**config.mk**
```make
export PLATFORM = sky130hd
export DESIGN_NAME = shift_result_fifo_flat
export DESIGN_NICKNAME = d
export VERILOG_FILES = /design/src/rtl/shift_result_fifo_if.sv /design/src/rtl/shift_result_fifo.sv /design/src/flat_wrapper.sv
export SDC_FILE = /design/constraint.sdc
export NUM_CORES = 1
export LEC_CHECK = 0
export BUFFER_PORTS_ARGS = -buffer_cell sky130_fd_sc_hd__buf_2
export CORE_ASPECT_RATIO = 1.5
export CORE_MARGIN = 3
export CORE_UTILIZATION = 53
export DETAILED_ROUTE_END_ITERATION = 10
export PLACE_DENSITY = 0.8
export SYNTH_ARGS = -nofsm -noshare
export SYNTH_HDL_FRONTEND = slang
export SYNTH_SLANG_ARGS = --single-unit
export TNS_END_PERCENT = 30
```
**constraint.sdc**
```tcl
create_clock -name clk -period 3.6 [get_ports clk]
set_clock_uncertainty 0.1 [all_clocks]
set_input_delay 0.72 -clock clk [delete_from_list [all_inputs] [get_ports clk]]
set_output_delay 0.72 -clock clk [all_outputs]
set_load 0.05 [all_outputs]
```
**src/rtl/shift_result_fifo_if.sv**
```systemverilog
// shift_result_fifo_if: handshake bundle for the shifter result FIFO.
//   in_valid/in_ready/in_data/in_ctrl : producer side (shifter result + control tag)
//   out_valid/out_ready/out_data/out_ctrl/out_zero/out_msb/out_parity : consumer side
// Modports:
//   slave  : the FIFO itself
//   master : the environment driving the producer and consumer sides
interface shift_result_fifo_if #(
  parameter int WIDTH  = 16,
  parameter int CTRL_W = 4
);
  logic              in_valid;
  logic              in_ready;
  logic [WIDTH-1:0]  in_data;
  logic [CTRL_W-1:0] in_ctrl;
  logic              out_valid;
  logic              out_ready;
  logic [WIDTH-1:0]  out_data;
  logic [CTRL_W-1:0] out_ctrl;
  logic              out_zero;
  logic              out_msb;
  logic              out_parity;

  modport slave (
    input  in_valid, in_data, in_ctrl, out_ready,
    output in_ready, out_valid, out_data, out_ctrl, out_zero, out_msb, out_parity
  );

  modport master (
    output in_valid, in_data, in_ctrl, out_ready,
    input  in_ready, out_valid, out_data, out_ctrl, out_zero, out_msb, out_parity
  );
endinterface

```
**src/rtl/shift_result_fifo.sv**
```systemverilog
// shift_result_fifo: capture FIFO behind the 16-bit shifter. Stores each result
// with its control tag and zero/msb/parity flags computed at write time, and
// presents the head entry show-ahead from registers.
// Ports:
//   clk, rst        : clock, synchronous active-high reset
//   bus (slave)     : in_* push side, out_* pop side (see shift_result_fifo_if)
//   count           : occupancy 0..DEPTH
//   full, empty     : registered status
//   drop_cnt        : saturating count of words offered while full
//                     (only when SHIFT_FIFO_DROP_CNT_EN is defined)
module shift_result_fifo #(
  parameter int WIDTH  = 16,
  parameter int CTRL_W = 4,
  parameter int DEPTH  = 8
) (
  input  logic                   clk,
  input  logic                   rst,
  shift_result_fifo_if.slave     bus,
  output logic [$clog2(DEPTH):0] count,
  output logic                   full,
  output logic                   empty
`ifdef SHIFT_FIFO_DROP_CNT_EN
  ,
  output logic [7:0]             drop_cnt
`endif
);
  localparam int PW = $clog2(DEPTH);
  localparam int CW = PW + 1;

  typedef struct packed {
    logic [CTRL_W-1:0] ctrl;
    logic [WIDTH-1:0]  data;
    logic              zero;
    logic              msb;
    logic              parity;
  } entry_t;

  entry_t          mem [DEPTH];
  entry_t          in_ent, head, head_next;
  logic [PW-1:0]   wr_ptr, rd_ptr, rd_next;
  logic [CW-1:0]   count_next;
  logic            valid_q;
  logic            push, pop;

  assign bus.in_ready = !full && !rst;
  assign push         = bus.in_valid && bus.in_ready;
  assign pop          = valid_q && bus.out_ready;

  always_comb begin
    in_ent.ctrl   = bus.in_ctrl;
    in_ent.data   = bus.in_data;
    in_ent.zero   = (bus.in_data == '0);
    in_ent.msb    = bus.in_data[WIDTH-1];
    in_ent.parity = ^bus.in_data;
  end

  always_comb begin
    count_next = count;
    case ({push, pop})
      2'b10:   count_next = count + CW'(1);
      2'b01:   count_next = count - CW'(1);
      default: count_next = count;
    endcase
    rd_next   = pop ? rd_ptr + PW'(1) : rd_ptr;
    head_next = head;
    // Next head comes from storage if it is already there; otherwise it is the
    // word being written on this edge (FIFO empty, or draining its last entry).
    // With no push and nothing left, the stale head is kept so it stays stable.
    if (pop && count != CW'(1))
      head_next = mem[rd_next];
    else if ((pop || count == '0) && push)
      head_next = in_ent;
  end

  always_ff @(posedge clk) begin
    if (rst) begin
      wr_ptr  <= '0;
      rd_ptr  <= '0;
      count   <= '0;
      full    <= 1'b0;
      empty   <= 1'b1;
      valid_q <= 1'b0;
      head    <= '0;
    end else begin
      if (push) wr_ptr <= wr_ptr + PW'(1);
      rd_ptr  <= rd_next;
      count   <= count_next;
      full    <= (count_next == CW'(DEPTH));
      empty   <= (count_next == '0);
      valid_q <= (count_next != '0);
      head    <= head_next;
    end
  end

  // Storage needs no reset: entries are only read once count says they exist.
  always_ff @(posedge clk) begin
    if (push) mem[wr_ptr] <= in_ent;
  end

  assign bus.out_valid  = valid_q;
  assign bus.out_data   = head.data;
  assign bus.out_ctrl   = head.ctrl;
  assign bus.out_zero   = head.zero;
  assign bus.out_msb    = head.msb;
  assign bus.out_parity = head.parity;

`ifdef SHIFT_FIFO_DROP_CNT_EN
  always_ff @(posedge clk) begin
    if (rst)
      drop_cnt <= '0;
    else if (bus.in_valid && full && drop_cnt != 8'hFF)
      drop_cnt <= drop_cnt + 8'd1;
  end
`endif
endmodule
```
**src/flat_wrapper.sv**
```systemverilog
// flat-port wrapper written by rule: the top's interface ports become plain ports
module shift_result_fifo_flat 
#(
  parameter int WIDTH  = 16,
  parameter int CTRL_W = 4,
  parameter int DEPTH  = 8
)
  (clk, rst, count, full, empty, bus_in_valid, bus_in_data, bus_in_ctrl, bus_out_ready, bus_in_ready, bus_out_valid, bus_out_data, bus_out_ctrl, bus_out_zero, bus_out_msb, bus_out_parity);
  shift_result_fifo_if #(.WIDTH(WIDTH), .CTRL_W(CTRL_W)) bus_i ();
  input  logic clk;
  input  logic rst;
  output logic [$clog2(DEPTH):0] count;
  output logic full;
  output logic empty;
  input wire logic [$bits(bus_i.in_valid)-1:0] bus_in_valid;
  input wire logic [$bits(bus_i.in_data)-1:0] bus_in_data;
  input wire logic [$bits(bus_i.in_ctrl)-1:0] bus_in_ctrl;
  input wire logic [$bits(bus_i.out_ready)-1:0] bus_out_ready;
  output wire logic [$bits(bus_i.in_ready)-1:0] bus_in_ready;
  output wire logic [$bits(bus_i.out_valid)-1:0] bus_out_valid;
  output wire logic [$bits(bus_i.out_data)-1:0] bus_out_data;
  output wire logic [$bits(bus_i.out_ctrl)-1:0] bus_out_ctrl;
  output wire logic [$bits(bus_i.out_zero)-1:0] bus_out_zero;
  output wire logic [$bits(bus_i.out_msb)-1:0] bus_out_msb;
  output wire logic [$bits(bus_i.out_parity)-1:0] bus_out_parity;
  assign bus_i.in_valid = bus_in_valid;
  assign bus_i.in_data = bus_in_data;
  assign bus_i.in_ctrl = bus_in_ctrl;
  assign bus_i.out_ready = bus_out_ready;
  assign bus_in_ready = bus_i.in_ready;
  assign bus_out_valid = bus_i.out_valid;
  assign bus_out_data = bus_i.out_data;
  assign bus_out_ctrl = bus_i.out_ctrl;
  assign bus_out_zero = bus_i.out_zero;
  assign bus_out_msb = bus_i.out_msb;
  assign bus_out_parity = bus_i.out_parity;
  shift_result_fifo #(.WIDTH(WIDTH), .CTRL_W(CTRL_W), .DEPTH(DEPTH)) u_core (.clk(clk), .rst(rst), .bus(bus_i), .count(count), .full(full), .empty(empty));
endmodule
```
==> summary.md <==
| Metric | Value |
|---|---|
| Vias per cell | `6.36` |
| Fin crit share | `approximately three quarters` |
| Largest net degree at the start of global routing | `43` |
| Main combinational cell family by area after synthesis | `compound AO/OA/AOI/OAI gates` |
| Synthesized-area fraction occupied by adder cells | `between 2 and 2.5%` |
| Peak VDD IR | `approximately 0.37 mV` |
| Total Die Area | `~19000 µm²` |
| Worst-path fanout max | `42` |
| Average wire per standard cell | `22.5 µm` |
| Port buffer count | `between 50 and 60` |
| Overall Power | `between 5 and 6 mW` |
| Slew Limit Fails | `0` |
| Total gr overflow | `0` |
| Post-CTS resize count | `0` |
| H-tree levels | `1` |
| Site Rows | `57` |
| Final ANT Viol Nets | `0` |
| Detailed Route WL | `roughly 21 mm` |
| Placeable Area | `about 16000 µm²` |
| Clk_lat worst skew | `0.49 ns` |
| Setup tns final | `0 ns` |
| Relative slew slack | `roughly 53%` |
| Synthesized Nets | `697` |
| # DRC | `0` |
| P&R area growth vs syn | `11.8%` |
| Global-route wire length before repair | `31.9 mm` |
| CP Capture Type | `register` |
| Post-CTS setup buffers | `0` |
| Post-Synth XOR/XNOR Area | `1.26%` |
| DRT iter0 DRCs | `626` |
| Die width | `roughly 110 µm` |
| Primary FF master, synth | `edfxtp_1` |
| Synthesized area per cell | `between 10 and 15 µm²` |
| Setup violators final | `0` |
| Share of layout cells above drive strength 1 | `between 10% and 20%` |
| Sequential cell area | `approximately 6000 µm²` |
| Synth cell types | `52` |
| Routability congestion estimate | `a little under 0.9` |
| P per Cell Area | `about 520 nW/µm²` |
| Mapped cell area | `around 9000 µm²` |
| Initial antenna violation count | `1` |
| Clock Path Buffers | `3` |
| TritonCTS clock tree | `built` |
| Synth Area in Simple Gates | `roughly a tenth` |
| Post-synth EDFFs | `approximately 180` |
| Drt pass-1 iters | `5` |
| Ys async rst share | `0%` |
| Die Ht | `approximately 170 µm` |
| Post-synthesis mux area share | `just under 3%` |
| Critical Path AT | `a little over 3 ns` |
| Critical Path Start Type | `register` |
| # nets final | `743` |
| Final hold vios | `0` |
| Vias in the first global route | `about 6k` |
| Min cycle time layout | `2.68 ns` |
| Fmax | `373 MHz` |
| Worst Hold Class | `input port to register` |
| Register bit total from synthesis | `~210` |
| LEAKAGE | `around 3.5 nW` |
| Cts hold-fix bufs | `0` |
| Sequential share of the synthesized area | `approximately 66%` |
| Multi-input logic area | `around 2700 µm²` |
| Num CTS Buffers | `19` |
| WS Path Type | `register to register` |
| Top Ports | `55` |
| DPL Wire Length | `around 12 mm` |
| Status | `completed` |
| Most frequent cells in the layout | `edfxtp_1, and3_1, a211oi_1` |
| Worst Max-Slew Pin Slew | `roughly 0.7 ns` |
| CTS Sinks | `approximately 210` |
| Critical Path RT | `3.94 ns` |
| Most common cell after layout, fill and taps aside | `edfxtp_1` |
| Post-synthesis compound-gate area fraction | `approximately 13%` |
| Global Route Usage Sum | `a little over a fifth` |
| RSZ-0062 raised after global routing | `no` |
| Clock slew at reported path FFs | `0.07 ns` |
| Yosys synthesis warning count | `0` |
| Root Driver | `clkbuf_16` |
| Post-Synthesis Cells | `~660` |
| Via count | `approximately 5.9k` |
| Initial Util | `a little over half` |
| Max-cap viol count | `0` |
| Layout fillers | `~1.2k` |
[flip-flops by register name, indices dropped and copies added, names as in the netlist]
register,cells
u_core.bus.out_ctrl,4
u_core.bus.out_data,15
u_core.bus.out_msb,1
u_core.bus.out_parity,1
u_core.bus.out_valid,1
u_core.bus.out_zero,1
u_core.count,4
u_core.empty,1
u_core.full,1
u_core.mem,176
u_core.rd_ptr,3
u_core.wr_ptr,3
[cells by family (layout without fill, tap and decap cells)]
group,count (synthesis),after routing
other cells,0,1
buf+inv,74,133
fa+ha+maj,16,16
compound gates,156,156
mux,26,26
xor+xnor,13,13
simple gates,161,161
flops,211,211
[cells in the mapped netlist (2+ instances only)]
master / count / area [µm²]
nor4_1: 2 / 12.5
clkbuf_1: 10 / 37.5
a2111oi_1: 18 / 180
inv_1: 23 / 86.3
dfxtp_1: 35 / 701
a21oi_1: 5 / 25.0
clkbuf_2: 2 / 10.0
nor3_1: 9 / 45.0
buf_2: 20 / 100
nor2_1: 17 / 63.8
edfxtp_1: 176 / 5290
xnor2_1: 9 / 78.8
buf_4: 7 / 52.6
xor2_1: 4 / 35.0
a211oi_1: 66 / 495
nand3_1: 2 / 10.0
o21a_1: 23 / 173
and3_1: 66 / 413
mux2_2: 2 / 22.5
nor2b_1: 5 / 31.3
o22ai_1: 2 / 12.5
buf_6: 9 / 101
mux2i_1: 24 / 240
ha_1: 16 / 200
a31oi_1: 22 / 138
nand2b_1: 4 / 25.0
inv_2: 2 / 7.51
a2111oi_2: 3 / 45.0
o21ai_0: 4 / 20.0
nand4_1: 2 / 12.5
nand2_1: 47 / 176
[worst max-delay path, stage by stage, from the launching register on]
cell	delay, ns
dfxtp_1	0.53
nand3b_4	0.42
nand2_4	0.38
buf_4	0.41
mux2i_1	0.13
a2111oi_1	0.48
o21a_1	0.16
[path summary, 6_finish.rpt]
check / from / end / slack, ns / cells after the start
max: u_core.bus.out_valid / u_core.bus.out_data[11] / 0.92 / 6
min: bus_in_ctrl[2] / u_core.mem[0][21] / 0.43 / 1
max reg2reg: u_core.bus.out_valid / u_core.bus.out_data[11] / 0.92 / 6
min reg2reg: u_core.bus.out_parity / u_core.bus.out_parity / 0.45 / 2
[stage by stage]
step	setup WS [ns]	std cells	instance area (µm²)	hold slack (ns)	util, %
floorplan	-0.0974	657	9060	0.428	-
global placement	0.741	888	9480	0.428	57.5
detailed placement	0.637	888	9480	0.421	57.5
CTS	0.970	922	10100	0.419	61.4
global route	0.696	923	10100	0.430	61.4
finish	0.921	923	10100	0.426	61.4
[where the power goes]
group	total (mW)	switching, mW	internal [mW]
logic	0.512	0.346	0.166
registers	2.75	0.0290	2.72
clock network	2.04	0.859	1.18
[per-layer routing]
layer | global-route usage (%) | share of wire, % | up-vias
met5 | 0 | 0 | -
met2 | 37.4 | 52 | 284
met1 | 26.4 | 37 | 2910
met3 | 3.10 | 7.5 | 60
met4 | 10.8 | 3.6 | 0
li1 | - | - | 2617
[cell type report]
cell class,instances,area share (%)
Multi-Input combinational cell,372,26.7
Timing Repair Buffer,74,4.28
Antenna cell,1,0.0247
Clock inverter,12,1.18
Tap cell,206,2.55
Sequential cell,211,59.2
Clock buffer,22,5.11
Inverter,25,0.928
(Power assumes the default switching activity.)
